File: config.mk
export PLATFORM = sky130hd
export DESIGN_NAME = food_placer
export DESIGN_NICKNAME = d
export VERILOG_FILES = /design/src/rtl/food_placer.sv
export SDC_FILE = /design/constraint.sdc
export NUM_CORES = 1
export LEC_CHECK = 0
export ABC_CLOCK_PERIOD_IN_PS = 2900
export CAP_MARGIN = 5
export CORE_MARGIN = 5
export CORE_UTILIZATION = 50
export CTS_CLUSTER_DIAMETER = 120
export DETAILED_ROUTE_END_ITERATION = 12
export HOLD_SLACK_MARGIN = 0.1
export PLACE_DENSITY = 0.8
export SYNTH_ARGS = -nofsm -noshare
export SYNTH_HDL_FRONTEND = slang
export SYNTH_SLANG_ARGS = --single-unit
File: constraint.sdc
create_clock -name clk -period 2.9 [get_ports clk]
set_clock_uncertainty 0.15 [all_clocks]
set_input_delay 0.58 -clock clk [delete_from_list [all_inputs] [get_ports clk]]
set_output_delay 0.58 -clock clk [all_outputs]
set_load 0.01 [all_outputs]
File: src/rtl/food_placer.sv
// -----------------------------------------------------------------------------
// FoodPlacer -- places the snake's food on a free, in-range cell.
//
// On a placement request the block pulses `drive` to the random box
// generator, waits RND_LAT cycles, latches the candidate, range-checks it
// and then streams the snake body memory (one segment per cycle, 1-cycle
// read latency) looking for an overlap. A rejected candidate triggers a new
// draw until MAX_TRY draws have been spent, after which `place_fail` pulses.
//
// Ports:
//   clk, rst            clock, synchronous active-high reset
//   place_req           placement request (honoured only when idle)
//   snake_len           segment count, latched and clamped to MAX_LEN
//   drive               1-cycle request pulse to random_box
//   box_x, box_y        candidate coordinates from random_box
//   seg_idx             body memory read address
//   seg_x, seg_y        body memory read data (1-cycle latency)
//   food_x, food_y      last committed food position (registered)
//   food_valid          food position valid
//   busy                high whenever not idle
//   place_done          1-cycle pulse on successful commit
//   place_fail          1-cycle pulse when all draws were rejected
//
// Optional build macro FOOD_TRY_STATS_EN adds:
//   last_tries [3:0]      draws used by the last completed placement
//   total_retries [15:0]  saturating count of rejected draws since reset
// -----------------------------------------------------------------------------
module food_placer #(
    parameter int COORD_W = 10,
    parameter int MAX_LEN = 64,
    parameter int IDX_W   = 6,
    parameter int RND_LAT = 2,
    parameter int X_MIN   = 0,
    parameter int X_MAX   = 630,
    parameter int Y_MIN   = 0,
    parameter int Y_MAX   = 470,
    parameter int MAX_TRY = 15
) (
    input  logic               clk,
    input  logic               rst,
    input  logic               place_req,
    input  logic [IDX_W:0]     snake_len,
    output logic               drive,
    input  logic [COORD_W-1:0] box_x,
    input  logic [COORD_W-1:0] box_y,
    output logic [IDX_W-1:0]   seg_idx,
    input  logic [COORD_W-1:0] seg_x,
    input  logic [COORD_W-1:0] seg_y,
    output logic [COORD_W-1:0] food_x,
    output logic [COORD_W-1:0] food_y,
    output logic               food_valid,
    output logic               busy,
    output logic               place_done,
    output logic               place_fail
`ifdef FOOD_TRY_STATS_EN
    ,
    output logic [3:0]         last_tries,
    output logic [15:0]        total_retries
`endif
);

    localparam int WAIT_W = (RND_LAT > 1) ? $clog2(RND_LAT) : 1;
    localparam logic [WAIT_W-1:0] WAIT_LOAD = WAIT_W'(RND_LAT - 1);
    localparam logic [IDX_W:0]    LEN_CAP   = (IDX_W + 1)'(MAX_LEN);
    localparam logic [3:0]        TRY_CAP   = 4'(MAX_TRY);

    typedef enum logic [2:0] {
        S_IDLE,
        S_DRIVE,
        S_WAIT,
        S_BOUND,
        S_SCAN,
        S_FAIL
    } state_t;

    state_t               r_state;
    logic [3:0]           r_try;
    logic [IDX_W:0]       r_len;
    logic [WAIT_W-1:0]    r_wait;
    logic [COORD_W-1:0]   r_candX;
    logic [COORD_W-1:0]   r_candY;
    // seg_x/seg_y lag seg_idx by one cycle; these remember which segment
    // the memory data currently belongs to and whether it is meaningful yet.
    logic                 r_cmpValid;
    logic [IDX_W-1:0]     r_cmpIdx;

    logic                 w_outOfRange;
    logic                 w_hit;
    logic [IDX_W:0]       w_lastIdx;
    logic                 w_cmpLast;
    logic                 w_segAtEnd;
    logic [IDX_W:0]       w_lenClamp;
    logic                 w_reject;
    logic                 w_commit;
    logic                 w_tryLast;

    // Casting to int keeps the range compares signed, so a zero lower bound
    // does not turn into an always-false unsigned compare.
    assign w_outOfRange = (int'(r_candX) < X_MIN) || (int'(r_candX) > X_MAX) ||
                          (int'(r_candY) < Y_MIN) || (int'(r_candY) > Y_MAX);
    assign w_hit        = (seg_x == r_candX) && (seg_y == r_candY);
    assign w_lastIdx    = r_len - 1'b1;
    assign w_cmpLast    = ({1'b0, r_cmpIdx} == w_lastIdx);
    assign w_segAtEnd   = ({1'b0, seg_idx} == w_lastIdx);
    assign w_lenClamp   = (snake_len > LEN_CAP) ? LEN_CAP : snake_len;
    assign w_tryLast    = (r_try == TRY_CAP);

    // A draw ends either rejected (out of range, or a body hit) or
    // committed (in range with an empty body, or the last segment clean).
    assign w_reject = ((r_state == S_BOUND) && w_outOfRange) ||
                      ((r_state == S_SCAN) && r_cmpValid && w_hit);
    assign w_commit = ((r_state == S_BOUND) && !w_outOfRange && (r_len == '0)) ||
                      ((r_state == S_SCAN) && r_cmpValid && !w_hit && w_cmpLast);

    // Main controller: every output is registered here, and the pulse
    // outputs default low so each can only be high for a single cycle.
    always_ff @(posedge clk) begin
        if (rst) begin
            r_state    <= S_IDLE;
            r_try      <= '0;
            r_len      <= '0;
            r_wait     <= '0;
            r_candX    <= '0;
            r_candY    <= '0;
            r_cmpValid <= 1'b0;
            r_cmpIdx   <= '0;
            drive      <= 1'b0;
            seg_idx    <= '0;
            food_x     <= '0;
            food_y     <= '0;
            food_valid <= 1'b0;
            busy       <= 1'b0;
            place_done <= 1'b0;
            place_fail <= 1'b0;
        end else begin
            drive      <= 1'b0;
            place_done <= 1'b0;
            place_fail <= 1'b0;
            case (r_state)
                S_IDLE: begin
                    if (place_req) begin
                        food_valid <= 1'b0;
                        r_try      <= 4'd1;
                        r_len      <= w_lenClamp;
                        drive      <= 1'b1;
                        busy       <= 1'b1;
                        r_state    <= S_DRIVE;
                    end
                end
                S_DRIVE: begin
                    r_wait  <= WAIT_LOAD;
                    r_state <= S_WAIT;
                end
                S_WAIT: begin
                    if (r_wait == '0) begin
                        r_candX <= box_x;
                        r_candY <= box_y;
                        r_state <= S_BOUND;
                    end else begin
                        r_wait <= r_wait - 1'b1;
                    end
                end
                S_BOUND, S_SCAN: begin
                    if (w_reject) begin
                        if (w_tryLast) begin
                            place_fail <= 1'b1;
                            r_state    <= S_FAIL;
                        end else begin
                            r_try   <= r_try + 4'd1;
                            drive   <= 1'b1;
                            r_state <= S_DRIVE;
                        end
                    end else if (w_commit) begin
                        food_x     <= r_candX;
                        food_y     <= r_candY;
                        food_valid <= 1'b1;
                        place_done <= 1'b1;
                        busy       <= 1'b0;
                        r_state    <= S_IDLE;
                    end else if (r_state == S_BOUND) begin
                        seg_idx    <= '0;
                        r_cmpValid <= 1'b0;
                        r_state    <= S_SCAN;
                    end else begin
                        // Address issued this cycle is compared next cycle;
                        // the address parks on the last segment.
                        r_cmpValid <= 1'b1;
                        r_cmpIdx   <= seg_idx;
                        if (!w_segAtEnd) begin
                            seg_idx <= seg_idx + 1'b1;
                        end
                    end
                end
                S_FAIL: begin
                    busy    <= 1'b0;
                    r_state <= S_IDLE;
                end
                default: begin
                    busy    <= 1'b0;
                    r_state <= S_IDLE;
                end
            endcase
        end
    end

`ifdef FOOD_TRY_STATS_EN
    // Draw statistics: the try count is captured whenever a placement
    // finishes (commit or final reject), and every rejected draw is counted.
    always_ff @(posedge clk) begin
        if (rst) begin
            last_tries    <= '0;
            total_retries <= '0;
        end else begin
            if (w_commit || (w_reject && w_tryLast)) begin
                last_tries <= r_try;
            end
            if (w_reject && (total_retries != 16'hFFFF)) begin
                total_retries <= total_retries + 16'd1;
            end
        end
    end
`endif

endmodule

# Word level (Yosys, flattened, before mapping)
# Index checks and enable logic that the tools add are counted.
# op_classes
n_bitwise,6
n_eq_ne,17
n_mux,31
addsub,4
n_lt_le_gt_ge,3
reduce_logical,31
# ops
cell,n
$eq A10 B10 Y1,2
$reduce_and A4 Y1,5
$mux W3,6
$eq A6 B7 Y1,2
$mux W1,13
$mux W4,3
$mux W6,2
$ne A2 B2 Y1 const B,6
$pmux W3 S4,1
$gt A10 B10 Y1 const B,1
$gt A10 B9 Y1 const B,1
$reduce_and A3 Y1,3
$logic_and A1 B1 Y1,8
$pmux W4 S2,1
$gt A7 B7 Y1 const B,1
$logic_not A7 Y1,1
$mux W7,1
$sub A7 B1 Y7 const B,1
$add A6 B1 Y6 const B,1
$eq A3 B2 Y1 const B,2
$not A1 Y1,6
$pmux W1 S2,3
$reduce_or A3 Y1,2
$add A4 B1 Y4 const B,1
13 further kinds,19
# totals
input_bits,50
word_cells,108
out_inout_bits,31
reg_bits,73

# Longest topological paths before layout
# Gate-level depths: netlist of the first run.
# depth
ltp_word,9
mapped_depth,12
depth_no_buf,9

# Worst setup path before layout of the first run
# Ideal clock, no wire load.
# synth_path
path_kind,reg-to-reg
start,reg r_len[0]
end,reg seg_idx[3]
required_time_ns,2.662
arrival_time_ns,2.397
path_stages_with_launch,11
path_slack_ns,0.265
setup_ns,0.088
path_cell_list,dfxtp_1 clkbuf_1 inv_1 ha_1 nor3b_1 xnor3_1 nand4b_1 o21bai_2 o211ai_4 or4b_4 o32ai_2
# synth_between
elab_chain_len,6
# synth_rtl
element,line_no,text
start: declaration,78,logic [IDX_W:0] r_len;
start signal: assignment,144,r_len <= w_lenClamp;
$sub A7 B1 Y7,102,assign w_lastIdx = r_len - 1'b1;
$eq A6 B7 Y1,103,"assign w_cmpLast = ({1'b0, r_cmpIdx} == w_lastIdx);"
$logic_and A1 B1 Y1,113,((r_state == S_SCAN) && r_cmpValid && !w_hit && w_cmpLast);
$logic_or A1 B1 Y1,112,assign w_commit = ((r_state == S_BOUND) && !w_outOfRange && (r_len == '0)) ||
$not A1 Y1 (no source line),-,
$reduce_and A4 Y1 (no source line) (*),-,
end signal: assignment,190,seg_idx <= seg_idx + 1'b1;
end: declaration,46,"output logic [IDX_W-1:0] seg_idx,"
# Every way passes the cells marked *; elsewhere a longest branch is shown, timed or not.
# A chain may end at the register's enable or synchronous reset.

# Worst setup path in the final report of the first run
# layout_path
start,reg r_len[1]
end,reg seg_idx[3]
# The elaborated chain is that of the path after synthesis.

==> summary.txt, run 1 <==
Die X: 93.48 um
Tmin final: 2.702 ns
Total Die Area: 8739 sq um
CP cell instances: inv_1, ha_1, nor3b_1, xnor3_1, nand4b_1, o21bai_2, o211ai_4, or4b_4, o32ai_2
post-CTS resize count: 0
diodes inserted: 0
Cell Pwr Density: 518.4 nW/um^2
clock-pin slew on the worst setup and hold paths: 0.07 ns
synthesized flop and latch total: 73
Chip Height: 93.48 um
nets: 532
Crit path arrival time: 2.81 ns
initial antenna violation count: 0
via/cell ratio: 5.508
Final Hold Viols: 0
Final Cycle Share: 93.18%
most common flop cell mapped by yosys: dfxtp_1
vias in the first global route: 3055
IO buf count: 80
CTS sink cnt: 73
Syn Std Cell Area: 3485 sq um
Least-Margin Pin Slew: 0.7466 ns
total of max-cap violations: 0
Synth async-reset ratio: 0%
DR vias: 3189
TritonRoute pass-1 iters: 4
Overflow after GRT: 0
HP Class: flip-flop to flip-flop
leakage: 1.868 nW
CTS Buffer Depth: 2
Routed WL: 9.219 mm
number of CTS-inserted buffers: 9
ANT nets after route: 0
RD Place Congestion: 0.8318
max_slew headroom: 50.23%
post-synthesis sequential area ratio: 41.94%
Setup TNS Final: 0 ns
max incr delay on CP: 0.54 ns
YS warnings: 0
IR Drop Worst-Case VDD: 0.0002826 V
worst setup path category: flip-flop to flip-flop
run status: finished, final reports clean
Post-Syn Instances: 394
Starting DRT DRC Count: 182
share of layout cells above drive strength 1: 10.14%
uppermost layer routed: met4
RSZ-0062 raised after global routing: no
slowest cell on the critical path: or4b_4
Synth Net Count: 447
Tot Pwr: 2.426 mW
Cell Rows: 30
clock root cell: clkbuf_8
Setup Fix Bufs, Post-CTS: 0
Clock Latency Late Sink: 0.34 ns
Critical Path Sink Type: flip-flop
Post-synth EDFFs: 0
most frequent cells in the layout: 79 x clkdlybuf4s50_1, 73 x dfxtp_1, 60 x nand2_1
most common cell after layout, fill and taps aside: clkdlybuf4s50_1
DR WL met3: 772 um
Detail Placement HPWL: 6.662 mm
Min Hold Slack: 0.3113 ns
DR WL/cell: 15.92 um
H-tree level count: 3
All-Layer GR Usage: 21.29%
first-pass GRT wire length: 14.70 mm
# IOs: 81
post-synthesis cell type count: 48
Area contributors post-synth: dfxtp_1 42%, nand2_1 6.5%, a21oi_1 6.3%
DRC violations left: 0
Initial Util: 51.29%
largest net degree at the start of global routing: 41
synthesis-to-layout area growth: 34.29%
final setup violation count: 0
startpoint types: flip-flop
CTS tree: built
hold buffers post-CTS: 0
share of the synthesized area in the top cell type: 41.94%
crit-path max FO: 5
WP data required: 3.01 ns
area leader, netlist: dfxtp_1
met2 routed wirelength: 4.466 mm
max frequency: 370.1 MHz
Syn Area/Cell: 8.844 sq um
met1 wire length: 3.868 mm
core footprint: 6794 sq um
Final Slew Violations: 0
## report_power, final
group	total [mW]	leakage (nW)	internal (mW)	switching (mW)
logic	0.377	1.15	0.191	0.186
registers	1.09	0.591	1.04	0.0492
clock network	0.957	0.122	0.590	0.367
## synthesized netlist by cell type (4+ instances only)
cell type	number
buf_2	4
inv_1	7
mux2i_1	22
nor4_1	8
xnor2_1	5
dfxtp_1	73
nand3b_1	9
a21oi_1	44
nand4_1	10
nor3_1	5
nor2_1	27
xor2_1	25
or3_1	4
o21ai_0	14
nand3_1	9
clkbuf_1	18
nand2_1	60
xnor3_1	4
## cell type report
| class | instances | area, sq um |
|---|---|---|
| fillers | 535 | 2115 |
| multi-input cells | 290 | 1899 |
| flip-flops and latches | 73 | 1461 |
| repair buffers | 98 | 930.9 |
| clock buffers | 10 | 137.6 |
| well taps | 96 | 120.1 |
| clock inverters | 5 | 103.9 |
| inverters | 7 | 26.28 |
## worst max-delay path, delay by kind of cell, from the launching register on
| kind | cells | cell delay, ns |
|---|---|---|
| AO/OA/AOI/OAI | 3 | 0.53 |
| XOR/XNOR | 1 | 0.27 |
| adder cells (fa/ha/maj) | 1 | 0.23 |
| buffers and inverters | 1 | 0.08 |
| flip-flops | 1 | 0.36 |
| AND/OR/NAND/NOR | 3 | 1.02 |
## cells by family after synthesis
family          Yosys count  synth area share, %
compound gates           76                13.61
xor+xnor                 35                10.81
simple gates            154                22.55
fa+ha+maj                 3                1.077
mux                      22                6.320
buf+inv                  31                3.698
flops                    73                41.94
## path summary, 6_finish.rpt
path                           start  slack [ns]                      end  depth (start not counted)
max            r_len[1]$_SDFFE_PP0P_        0.20  seg_idx[3]$_SDFFE_PP0P_                          9
min reg2reg  food_valid$_SDFFE_PP0P_        0.31  food_valid$_SDFFE_PP0P_                          2
max reg2reg    r_len[1]$_SDFFE_PP0P_        0.20  seg_idx[3]$_SDFFE_PP0P_                          9
min          food_valid$_SDFFE_PP0P_        0.31  food_valid$_SDFFE_PP0P_                          2
## layer usage
layer | vias up | track usage [%]
li1 | 1543 | -
met1 | 1507 | 26.43
met2 | 125 | 35.56
met3 | 14 | 5.792
met4 | 0 | 7.082
met5 | - | 0
## per-stage QoR
step / instances / cell area, sq um / setup slack [ns] / util (%)
2_1_floorplan: 394 / 3485 / 0.2650 / -
3_3_place_gp: 564 / 4438 / -0.08129 / 65.32
3_5_place_dp: 564 / 4438 / -0.1452 / 65.32
4_1_cts: 579 / 4679 / 0.1846 / 68.88
5_1_grt: 579 / 4679 / 0.03828 / 68.88
6_report: 579 / 4679 / 0.1977 / 68.88
## state kept, by name, summed over array words and instances (netlist names)
name        cells
r_state         3
r_cmpIdx        6
place_fail      1
r_try           4
food_y         10
r_candX        10
food_valid      1
place_done      1
seg_idx         6
food_x         10
r_len           7
r_cmpValid      1
drive           1
r_wait          1
r_candY        10
busy            1
Power figures use the tool's default switching activity.
==> run 2: changes to the inputs <==
--- a/config.mk
+++ b/config.mk
@@ -16,3 +16,4 @@
 export SYNTH_ARGS = -nofsm -noshare
 export SYNTH_HDL_FRONTEND = slang
 export SYNTH_SLANG_ARGS = --single-unit
+export TNS_END_PERCENT = 10
==> results of run 2 <==
Final layout, timing and power as in run 1 (identical DEF).
==> run 3: changes to the inputs <==
--- a/config.mk
+++ b/config.mk
@@ -7,7 +7,6 @@
 export LEC_CHECK = 0
 export ABC_CLOCK_PERIOD_IN_PS = 2900
 export CAP_MARGIN = 5
-export CORE_MARGIN = 5
 export CORE_UTILIZATION = 50
 export CTS_CLUSTER_DIAMETER = 120
 export DETAILED_ROUTE_END_ITERATION = 12
==> summary.txt, run 3 (synthesis results as in run 1) <==
IR Drop Worst-Case VDD: 0.0002820 V (-0.21%)
Placed Area: 4468 sq um (+0.68%)
All-Layer GR Usage: 25.11% (+3.8 points)
max_slew headroom: 53.17% (+2.9 points)
Starting DRT DRC Count: 138 (-24%)
DR vias: 3168 (-0.66%)
run status: finished, final reports clean
initial antenna violation count: 0 (unchanged)
ANT nets after route: 0 (unchanged)
M1 GR Usage: 31.46% (+5.0 points)
crit-path max FO: 6 (+1)
vias in the first global route: 3028 (-0.88%)
RD Place Congestion: 0.8271 (-0.57%)
final setup violation count: 0 (unchanged)
clock root cell: clkbuf_8
first-pass GRT wire length: 14.34 mm (-2.4%)
hold buffers post-CTS: 0 (unchanged)
Final Slew Violations: 0 (unchanged)
clock-pin slew on the worst setup and hold paths: 0.07 ns (about the same)
worst setup path category: flip-flop to flip-flop
largest net degree at the start of global routing: 31 (-24%)
CTS sink cnt: 73 (unchanged)
Cell Rows: 30 (unchanged)
RSZ-0062 raised after global routing: no
Total Die Area: 7307 sq um (-16%)
# IOs: 81 (unchanged)
Least-Margin Pin Slew: 0.7025 ns (-0.04409 ns)
Critical Path Sink Type: flip-flop
GRT met2 Usage: 42.18% (+6.6 points)
DR WL/cell: 15.37 um (-3.5%)
Chip Height: 85.48 um (-8.6%)
TritonRoute pass-1 iters: 4 (unchanged)
H-tree level count: 3 (unchanged)
Tot Pwr: 2.460 mW (+1.4%)
WP data required: 3.01 ns (about the same)
CTS Buffer Depth: 2 (unchanged)
synthesis-to-layout area growth: 35.66%
global route hottest layer: met2
Final Hold Viols: 0 (unchanged)
diodes inserted: 0 (unchanged)
Clock Latency Late Sink: 0.35 ns (about the same)
max frequency: 355.8 MHz (-3.8%)
DRC violations left: 0 (unchanged)
via/cell ratio: 5.568 (+1.1%)
most common cell after layout, fill and taps aside: clkdlybuf4s50_1
most frequent cells in the layout: 79 x clkdlybuf4s50_1, 73 x dfxtp_1, 60 x nand2_1
Die X: 85.48 um (-8.6%)
IO buf count: 80 (unchanged)
leakage: 1.897 nW (+1.6%)
nets: 537 (+0.94%)
met3 Use GR: 6.128% (+0.34 points)
Detail Placement HPWL: 6.470 mm (-2.9%)
Routed WL: 8.747 mm (-5.1%)
fin area: 4727 sq um (+1.0%)
Crit path arrival time: 2.92 ns (+0.11 ns)
core footprint: 6756 sq um (-0.55%)
CTS tree: built
Cell Pwr Density: 520.4 nW/um^2 (+0.39%)
total of max-cap violations: 0 (unchanged)
Tmin final: 2.810 ns (+0.1081 ns)
share of layout cells above drive strength 1: 11.45% (+1.3 points)
number of CTS-inserted buffers: 9 (unchanged)
Initial Util: 51.57% (+0.28 points)
HP Class: flip-flop to flip-flop
Final Cycle Share: 96.91% (+3.7 points)
startpoint types: flip-flop
Overflow after GRT: 0 (unchanged)
run 3: cell count changes in the layout (fill, tap and decap cells not counted):
| cell | before | now |
|---|---|---|
| nor4_1 | 8 | 7 |
| buf_4 | 18 | 22 |
| clkinv_4 | 1 | 2 |
| nor4_2 | 0 | 1 |
| buf_12 | 0 | 1 |
| clkinv_2 | 1 | 0 |
| clkinvlp_4 | 0 | 1 |
run 3: final cells by class:
cell class	count	area [sq um]
clock inverters	6	115.1
multi-input cells	290	1906
inverters	7	26.28
clock buffers	10	137.6
well taps	80	100.1
repair buffers	103	980.9
fillers	531	2029
flip-flops and latches	73	1461
run 3: per-stage QoR:
stage / setup TNS (ns) / std cells / hold slack [ns] / worst slack [ns] / utilization [%]
2_1_floorplan: 0 / 394 / 0.2992 / 0.2650 / -
3_3_place_gp: -0.2897 / 553 / 0.3024 / -0.08526 / 66.13
3_5_place_dp: -0.8615 / 553 / 0.3045 / -0.1491 / 66.13
4_1_cts: 0 / 569 / 0.3180 / 0.1052 / 69.87
5_1_grt: 0 / 569 / 0.3551 / 0.01856 / 69.96
6_report: 0 / 569 / 0.3160 / 0.08959 / 69.96
run 3: worst max-delay path, stage by stage, from the launching register on:
cell and delay (ns):
dfxtp_1 0.42, inv_1 0.07, ha_1 0.31, xnor2_1 0.14, nor4_1 0.38, nand4b_1 0.19, o21bai_2 0.26, o21a_1 0.24
buf_4 0.17, buf_4 0.15, and3_1 0.14, o32ai_2 0.10
run 3: what timing repair did:
item / CTS / global route
endpoints found under the setup margin: 0 / 1
gates resized for setup: 0 / 1
setup buffers: 0 / 0
run 3: power breakdown:
group	switching [mW]	leakage, nW	internal, mW	total [mW]
registers	0.0476	0.591	1.04	1.09
clock network	0.387	0.123	0.598	0.984
logic	0.188	1.18	0.198	0.386
run 3: layer usage:
| metal | up-vias | part of all wire [%] | wire length, um |
|---|---|---|---|
| li1 | 1560 | - | - |
| met1 | 1503 | 45 | 3960 |
| met2 | 90 | 48 | 4189 |
| met3 | 15 | 5.6 | 494 |
| met4 | 0 | 1.2 | 103 |
| met5 | - | 0 | 0 |
run 3: path summary, 6_finish.rpt:
path,startpoint,end,slack (ns),cells past startpoint
setup / recovery,r_len[1]$_SDFFE_PP0P_,seg_idx[3]$_SDFFE_PP0P_,0.09,11
hold / removal,food_valid$_SDFFE_PP0P_,food_valid$_SDFFE_PP0P_,0.32,2
setup reg to reg,r_len[1]$_SDFFE_PP0P_,seg_idx[3]$_SDFFE_PP0P_,0.09,11
hold reg to reg,food_valid$_SDFFE_PP0P_,food_valid$_SDFFE_PP0P_,0.32,2
